==> config.mk <==
export PLATFORM = sky130hd
export DESIGN_NAME = game_stage_ctrl
export DESIGN_NICKNAME = d
export VERILOG_FILES = /design/src/rtl/game_pkg.sv /design/src/rtl/game_stage_ctrl_rise_detect.sv /design/src/rtl/game_stage_ctrl.sv
export SDC_FILE = /design/constraint.sdc
export NUM_CORES = 1
export LEC_CHECK = 0
export CAP_MARGIN = 20
export CORE_MARGIN = 2
export CORE_UTILIZATION = 50
export DETAILED_ROUTE_END_ITERATION = 7
export GPL_ROUTABILITY_DRIVEN = 1
export PLACE_DENSITY = 0.83
export SLEW_MARGIN = 20
export SYNTH_ARGS = -nofsm -noshare
export SYNTH_HDL_FRONTEND = slang
export SYNTH_SLANG_ARGS = --single-unit
==> constraint.sdc <==
create_clock -name Clk -period 3.9 [get_ports Clk]
set_input_delay 1.17 -clock Clk [delete_from_list [all_inputs] [get_ports Clk]]
set_output_delay 1.17 -clock Clk [all_outputs]
set_load 0.05 [all_outputs]
==> src/rtl/game_pkg.sv <==
// Shared types and helpers for the game stage sequencer.
//   stage_t       : encoded game stage (START/BATTLE/WIN/LOSE)
//   HP_W_DEFAULT  : default hit-point counter width
//   stage_onehot  : stage -> {start, battle, win, lose} one-hot lines
package game_pkg;

  typedef enum logic [1:0] {
    ST_START  = 2'd0,
    ST_BATTLE = 2'd1,
    ST_WIN    = 2'd2,
    ST_LOSE   = 2'd3
  } stage_t;

  localparam int HP_W_DEFAULT = 8;

  // Bit order matches the port order {start_l, battle_l, win_l, lose_l}.
  function automatic logic [3:0] stage_onehot(input stage_t s);
    logic [3:0] oh;
    oh = 4'b0000;
    case (s)
      ST_START:  oh = 4'b1000;
      ST_BATTLE: oh = 4'b0100;
      ST_WIN:    oh = 4'b0010;
      ST_LOSE:   oh = 4'b0001;
      default:   oh = 4'b1000;
    endcase
    return oh;
  endfunction

endpackage

==> src/rtl/game_stage_ctrl_rise_detect.sv <==
// rise_detect: optional N-flop synchroniser followed by a rising-edge detector.
//   clk, rst_n : clock and asynchronous active-low reset
//   din        : input level (foreign domain when SYNC_STAGES > 0)
//   rise       : combinational 1-cycle pulse on a rising edge of the
//                (synchronised) level
// With SYNC_STAGES = 0 the input is used directly and only the previous-value
// flop is kept, so rise = din & ~din_q.
module rise_detect #(
  parameter int SYNC_STAGES = 2
) (
  input  logic clk,
  input  logic rst_n,
  input  logic din,
  output logic rise
);

  logic level;
  logic level_q;

  generate
    if (SYNC_STAGES == 0) begin : g_nosync
      assign level = din;
    end else begin : g_sync
      logic [SYNC_STAGES-1:0] sync_q;

      always_ff @(posedge clk or negedge rst_n) begin
        if (!rst_n) begin
          sync_q <= '0;
        end else begin
          sync_q[0] <= din;
          for (int i = 1; i < SYNC_STAGES; i++) begin
            sync_q[i] <= sync_q[i-1];
          end
        end
      end

      assign level = sync_q[SYNC_STAGES-1];
    end
  endgenerate

  always_ff @(posedge clk or negedge rst_n) begin
    if (!rst_n) begin
      level_q <= 1'b0;
    end else begin
      level_q <= level;
    end
  end

  assign rise = level & ~level_q;

endmodule

==> src/rtl/game_stage_ctrl.sv <==
// game_stage_ctrl: game-level sequencer upstream of the colour mapper.
//   Clk, Reset_n        : system clock, asynchronous active-low reset
//   frame_clk           : vsync-rate level from the VGA domain (synchronised here)
//   key_enter           : Enter key level (Clk domain)
//   npc_hit, player_hit : 1-cycle hit pulses
//   start_l/battle_l/win_l/lose_l : registered one-hot stage lines
//   player_hp, npc_hp   : current hit points
//   battle_rst          : 1-cycle pulse on the first BATTLE cycle
//   frame_tick          : 1-cycle pulse per synchronised frame_clk rising edge
//   stage_dbg           : current encoded stage (debug visibility)
// Handshake note: there is no valid/ready flow here; all inputs are sampled
// every cycle and pulses are exactly one Clk cycle wide.
module game_stage_ctrl
  import game_pkg::*;
#(
  parameter int HP_W          = HP_W_DEFAULT,
  parameter int PLAYER_HP_MAX = 100,
  parameter int NPC_HP_MAX    = 100,
  parameter int DMG_TO_NPC    = 10,
  parameter int DMG_TO_PLAYER = 10,
  parameter int RESULT_FRAMES = 120
) (
  input  logic            Clk,
  input  logic            Reset_n,
  input  logic            frame_clk,
  input  logic            key_enter,
  input  logic            npc_hit,
  input  logic            player_hit,
  output logic            start_l,
  output logic            battle_l,
  output logic            win_l,
  output logic            lose_l,
  output logic [HP_W-1:0] player_hp,
  output logic [HP_W-1:0] npc_hp,
  output logic            battle_rst,
  output logic            frame_tick,
  output logic [1:0]      stage_dbg
);

  localparam int HOLD_W = $clog2(RESULT_FRAMES + 1);
  localparam logic [HOLD_W-1:0] HOLD_MAX  = HOLD_W'(RESULT_FRAMES);
  localparam logic [HP_W-1:0]   P_HP_MAX  = HP_W'(PLAYER_HP_MAX);
  localparam logic [HP_W-1:0]   N_HP_MAX  = HP_W'(NPC_HP_MAX);
  localparam logic [HP_W-1:0]   DMG_N     = HP_W'(DMG_TO_NPC);
  localparam logic [HP_W-1:0]   DMG_P     = HP_W'(DMG_TO_PLAYER);

  stage_t            stage;
  stage_t            stage_nxt;
  logic [HP_W-1:0]   npc_hp_nxt;
  logic [HP_W-1:0]   player_hp_nxt;
  logic [HOLD_W-1:0] hold_cnt;
  logic              tick_raw;
  logic              enter_rise;
  logic              battle_entry;

  rise_detect #(.SYNC_STAGES(2)) u_frame_rise (
    .clk   (Clk),
    .rst_n (Reset_n),
    .din   (frame_clk),
    .rise  (tick_raw)
  );

  rise_detect #(.SYNC_STAGES(0)) u_enter_rise (
    .clk   (Clk),
    .rst_n (Reset_n),
    .din   (key_enter),
    .rise  (enter_rise)
  );

  assign battle_entry = (stage == ST_START) && enter_rise;

  // Saturating damage; hits only count while the battle is live.
  always_comb begin
    npc_hp_nxt    = npc_hp;
    player_hp_nxt = player_hp;
    if (stage == ST_BATTLE) begin
      if (npc_hit) begin
        npc_hp_nxt = (npc_hp < DMG_N) ? '0 : npc_hp - DMG_N;
      end
      if (player_hit) begin
        player_hp_nxt = (player_hp < DMG_P) ? '0 : player_hp - DMG_P;
      end
    end
  end

  // Player death is checked first so a double KO resolves to LOSE.
  always_comb begin
    stage_nxt = stage;
    case (stage)
      ST_START:  if (enter_rise) stage_nxt = ST_BATTLE;
      ST_BATTLE: begin
        if (player_hp_nxt == '0)   stage_nxt = ST_LOSE;
        else if (npc_hp_nxt == '0) stage_nxt = ST_WIN;
      end
      ST_WIN, ST_LOSE: begin
        if (enter_rise && (hold_cnt == HOLD_MAX)) stage_nxt = ST_START;
      end
      default: stage_nxt = ST_START;
    endcase
  end

  always_ff @(posedge Clk or negedge Reset_n) begin
    if (!Reset_n) begin
      stage                              <= ST_START;
      {start_l, battle_l, win_l, lose_l} <= 4'b1000;
      player_hp                          <= P_HP_MAX;
      npc_hp                             <= N_HP_MAX;
      hold_cnt                           <= '0;
      battle_rst                         <= 1'b0;
      frame_tick                         <= 1'b0;
    end else begin
      stage                              <= stage_nxt;
      {start_l, battle_l, win_l, lose_l} <= stage_onehot(stage_nxt);
      frame_tick                         <= tick_raw;
      battle_rst                         <= battle_entry;

      if (battle_entry) begin
        player_hp <= P_HP_MAX;
        npc_hp    <= N_HP_MAX;
      end else begin
        player_hp <= player_hp_nxt;
        npc_hp    <= npc_hp_nxt;
      end

      // Held at zero outside the result screens, so entry always starts from 0.
      if ((stage != ST_WIN) && (stage != ST_LOSE)) begin
        hold_cnt <= '0;
      end else if (frame_tick && (hold_cnt < HOLD_MAX)) begin
        hold_cnt <= hold_cnt + 1'b1;
      end
    end
  end

  assign stage_dbg = stage;

endmodule

==> results.cfg <==
[die]
rows = 22
pin_count = 30
core_area_um2 = 3661
die-area_um2 = 4308
initial_core_util = 0.5188
die_h_um = 65.64
die_w_um = 65.64

[synthesis]
yosysTopAreaCell = dfrtp_1
ys.flop_type = dfrtp_1
yosysMostFrequentCell = dfrtp_1
syn_nets = 212
seq_area_frac_synth = 0.4657
ys_warn_count = 0
synth.distinct_cells = 47
synthTopCellsByArea = dfrtp_1 37%, dfstp_2 9.7%, nor2_1 3.8%, nand2_1 3.4%, xnor2_1 3.2%
synth_cells = 202
ys_seq_elements = 35
synth_edf_count = 0
async_flop_share = 1.000
syn_area_um2 = 1899
synth_area_per_cell_um2 = 9.403
synth_common_cells = 28 x dfrtp_1, 19 x nor2_1, 17 x nand2_1, 11 x a21oi_1
synth_top_cell_area_share = 0.3689

[routing]
antenna_left = 0
drt_first_pass_iters = 4
vias_per_cell = 5.473
drtIter0Drc = 57
vias = 1516
wl_um = 3638
drc = 0
wire_per_inst_um = 13.13

[clocking]
cts-resized-gates = 0
cts-root-buf = clkbuf_8
post_cts_buffers = 0
htree_levels = 2
cts_buffers = 5
clk_pin_slew_ns = 0.07
cts_hold_buf = 0
cts_buffer_depth = 2
cts_tree = yes
clock_sinks = 35
clk_latency_ns = 0.28

[timing]
finalCritPeriodShare = 0.7655
finalCriticalPeriod_ns = 2.986
tightestPinTransition_ns = 0.5860
timing.slew.headroom = 0.6042
setup_viol = 0
slew_violations = 0
fin_ws_ns = 0.9144
hold_viol = 0
rsz0062_at_grt = no
setup_tns_ns = 0
fmax_ghz = 0.3349
clock_skew_ns = 0.005711

[critical_path]
start_kind = input pin
path_class = input pin to flop
crit_slowest_cell = clkdlybuf4s50_1
required_ns = 4.06
path_cells = clkdlybuf4s50_1, nand3b_1, nor2_1, o21ai_0, a211oi_2, o21ai_1, a221o_1
cp.arrival_ns = 3.15
crit_fanout = 13
slowest_delay_ns = 0.48
setup.worst_path.end_class = flop

[final_layout]
drive_gt1_frac = 0.08734
n_antenna_cell = 0
utilization = 0.6265
nNetsFinal = 238
nFillCells = 318
fin_area_um2 = 2293
syn2layout_area_growth_pct = 20.75
fin_cells = 277

[global_route]
grt_pass1_vias = 1380
grt_max_degree = 36
grt_usage = 0.1951
antenna_found_initial = 0
grt_pass1_wl_um = 6417
grt_overflow = 0

[placement]
portBuffers = 29
dp.cells = 269
dp_hpwl_um = 2616
gp_congestion = 0.8642
dpl_cell_area_um2 = 2202
pre_cts_slack_ns = 0.6559

[status]
status = completed

[power_and_ir_drop]
power_leakage_nw = 0.9610
ir_drop_uv = 635.4
p_per_area_nw_per_um2 = 851.9

[flow_run]
maxCapViolCount = 0

[worst_hold_path]
hold_class = flop to flop
==> power by group <==
part | internal, W | switching, W | total (W) | leakage [nW]
logic | 0.000371 | 0.000641 | 0.00101 | 0.475
clock network | 0.000142 | 0.000124 | 0.000266 | 0.0482
registers | 0.000496 | 0.000179 | 0.000675 | 0.437
total | 0.00101 | 0.000944 | 0.00195 | 0.961
==> cells in the final DEF (no fill, tap or decap), drive strengths merged, types with 2 or more instances in the layout <==
cell	netlist	layout
nand3	4	4
xnor2	7	7
nand2b	2	2
nor3	10	10
or3	2	2
clkbuf	5	7
a21oi	11	11
inv	10	10
o21ai	10	10
o21a	4	4
ha	4	4
nor2	19	19
dfrtp	28	28
nand3b	4	4
nor4	5	5
mux2i	4	4
and2	7	7
and3b	2	2
clkdlybuf4s50	0	29
nor3b	3	3
nand2	17	17
nor2b	6	6
o211ai	2	2
dfstp	7	7
nand4	4	4
==> registers in the layout, summed over array words and instances (netlist names) <==
| register | count |
|---|---|
| battle_rst | 1 |
| battle_l | 1 |
| npc_hp | 8 |
| u_frame_rise.g_sync.sync_q | 2 |
| u_frame_rise.level_q | 1 |
| player_hp | 8 |
| frame_tick | 1 |
| u_enter_rise.level_q | 1 |
| win_l | 1 |
| stage_dbg | 2 |
| lose_l | 1 |
| hold_cnt | 7 |
| start_l | 1 |
==> critical path, delay by kind of cell <==
| family | cells | cell delay, ns |
|---|---|---|
| buffers and inverters | 1 | 0.48 |
| AO/OA/AOI/OAI | 4 | 0.85 |
| AND/OR/NAND/NOR | 2 | 0.65 |
==> layout make-up <==
| class | count | area, µm² | area share |
|---|---|---|---|
| multi-input combinational | 146 | 922.1 | 0.4021 |
| tap | 48 | 60.06 | 0.02619 |
| clock inverter | 1 | 5.005 | 0.002182 |
| sequential | 35 | 884.6 | 0.3857 |
| inverter | 10 | 37.54 | 0.01637 |
| timing repair buffer | 30 | 297.8 | 0.1298 |
| clock buffer | 7 | 86.33 | 0.03764 |
==> cell families after synthesis <==
family | share of synthesized area
compound gates | 0.1370
buf+inv | 0.04875
simple gates | 0.2642
xor+xnor | 0.03689
flops | 0.4657
fa+ha+maj | 0.02635
mux | 0.02108
==> per-layer routing <==
metal | up-vias | global-route usage | share of wire
met2 | 24 | 0.2790 | 0.45
met3 | 4 | 0.04795 | 0.027
li1 | 763 | - | -
met5 | - | 0 | 0
met4 | 0 | 0.06771 | 0.0080
met1 | 725 | 0.2876 | 0.51
==> worst paths after layout <==
| path | slack [ns] | to | cells past startpoint | from |
|---|---|---|---|---|
| max in group asynchronous | 2.28 | player_hp[5]$_DFF_PN1_ | 2 | Reset_n |
| setup reg to reg | 1.58 | stage_dbg[0]$_DFF_PN0_ | 6 | stage_dbg[1]$_DFF_PN0_ |
| hold / removal | 0.35 | u_frame_rise.g_sync.sync_q[1]$_DFF_PN0_ | 0 | u_frame_rise.g_sync.sync_q[0]$_DFF_PN0_ |
| hold reg to reg | 0.35 | u_frame_rise.g_sync.sync_q[1]$_DFF_PN0_ | 0 | u_frame_rise.g_sync.sync_q[0]$_DFF_PN0_ |
| min in group asynchronous | 1.28 | frame_tick$_DFF_PN0_ | 2 | Reset_n |
| setup / recovery | 0.91 | stage_dbg[0]$_DFF_PN0_ | 7 | npc_hit |
==> through the flow <==
stage          total power [W]  hold slack (ns)
5_1_grt               0.002090           0.3605
6_report              0.001954           0.3545
3_3_place_gp          0.001680           0.3415
4_1_cts               0.001964           0.3570
2_1_floorplan         0.001407           0.3312
3_5_place_dp          0.001692           0.3411
No activity file was read; power rests on OpenSTA's default activity.
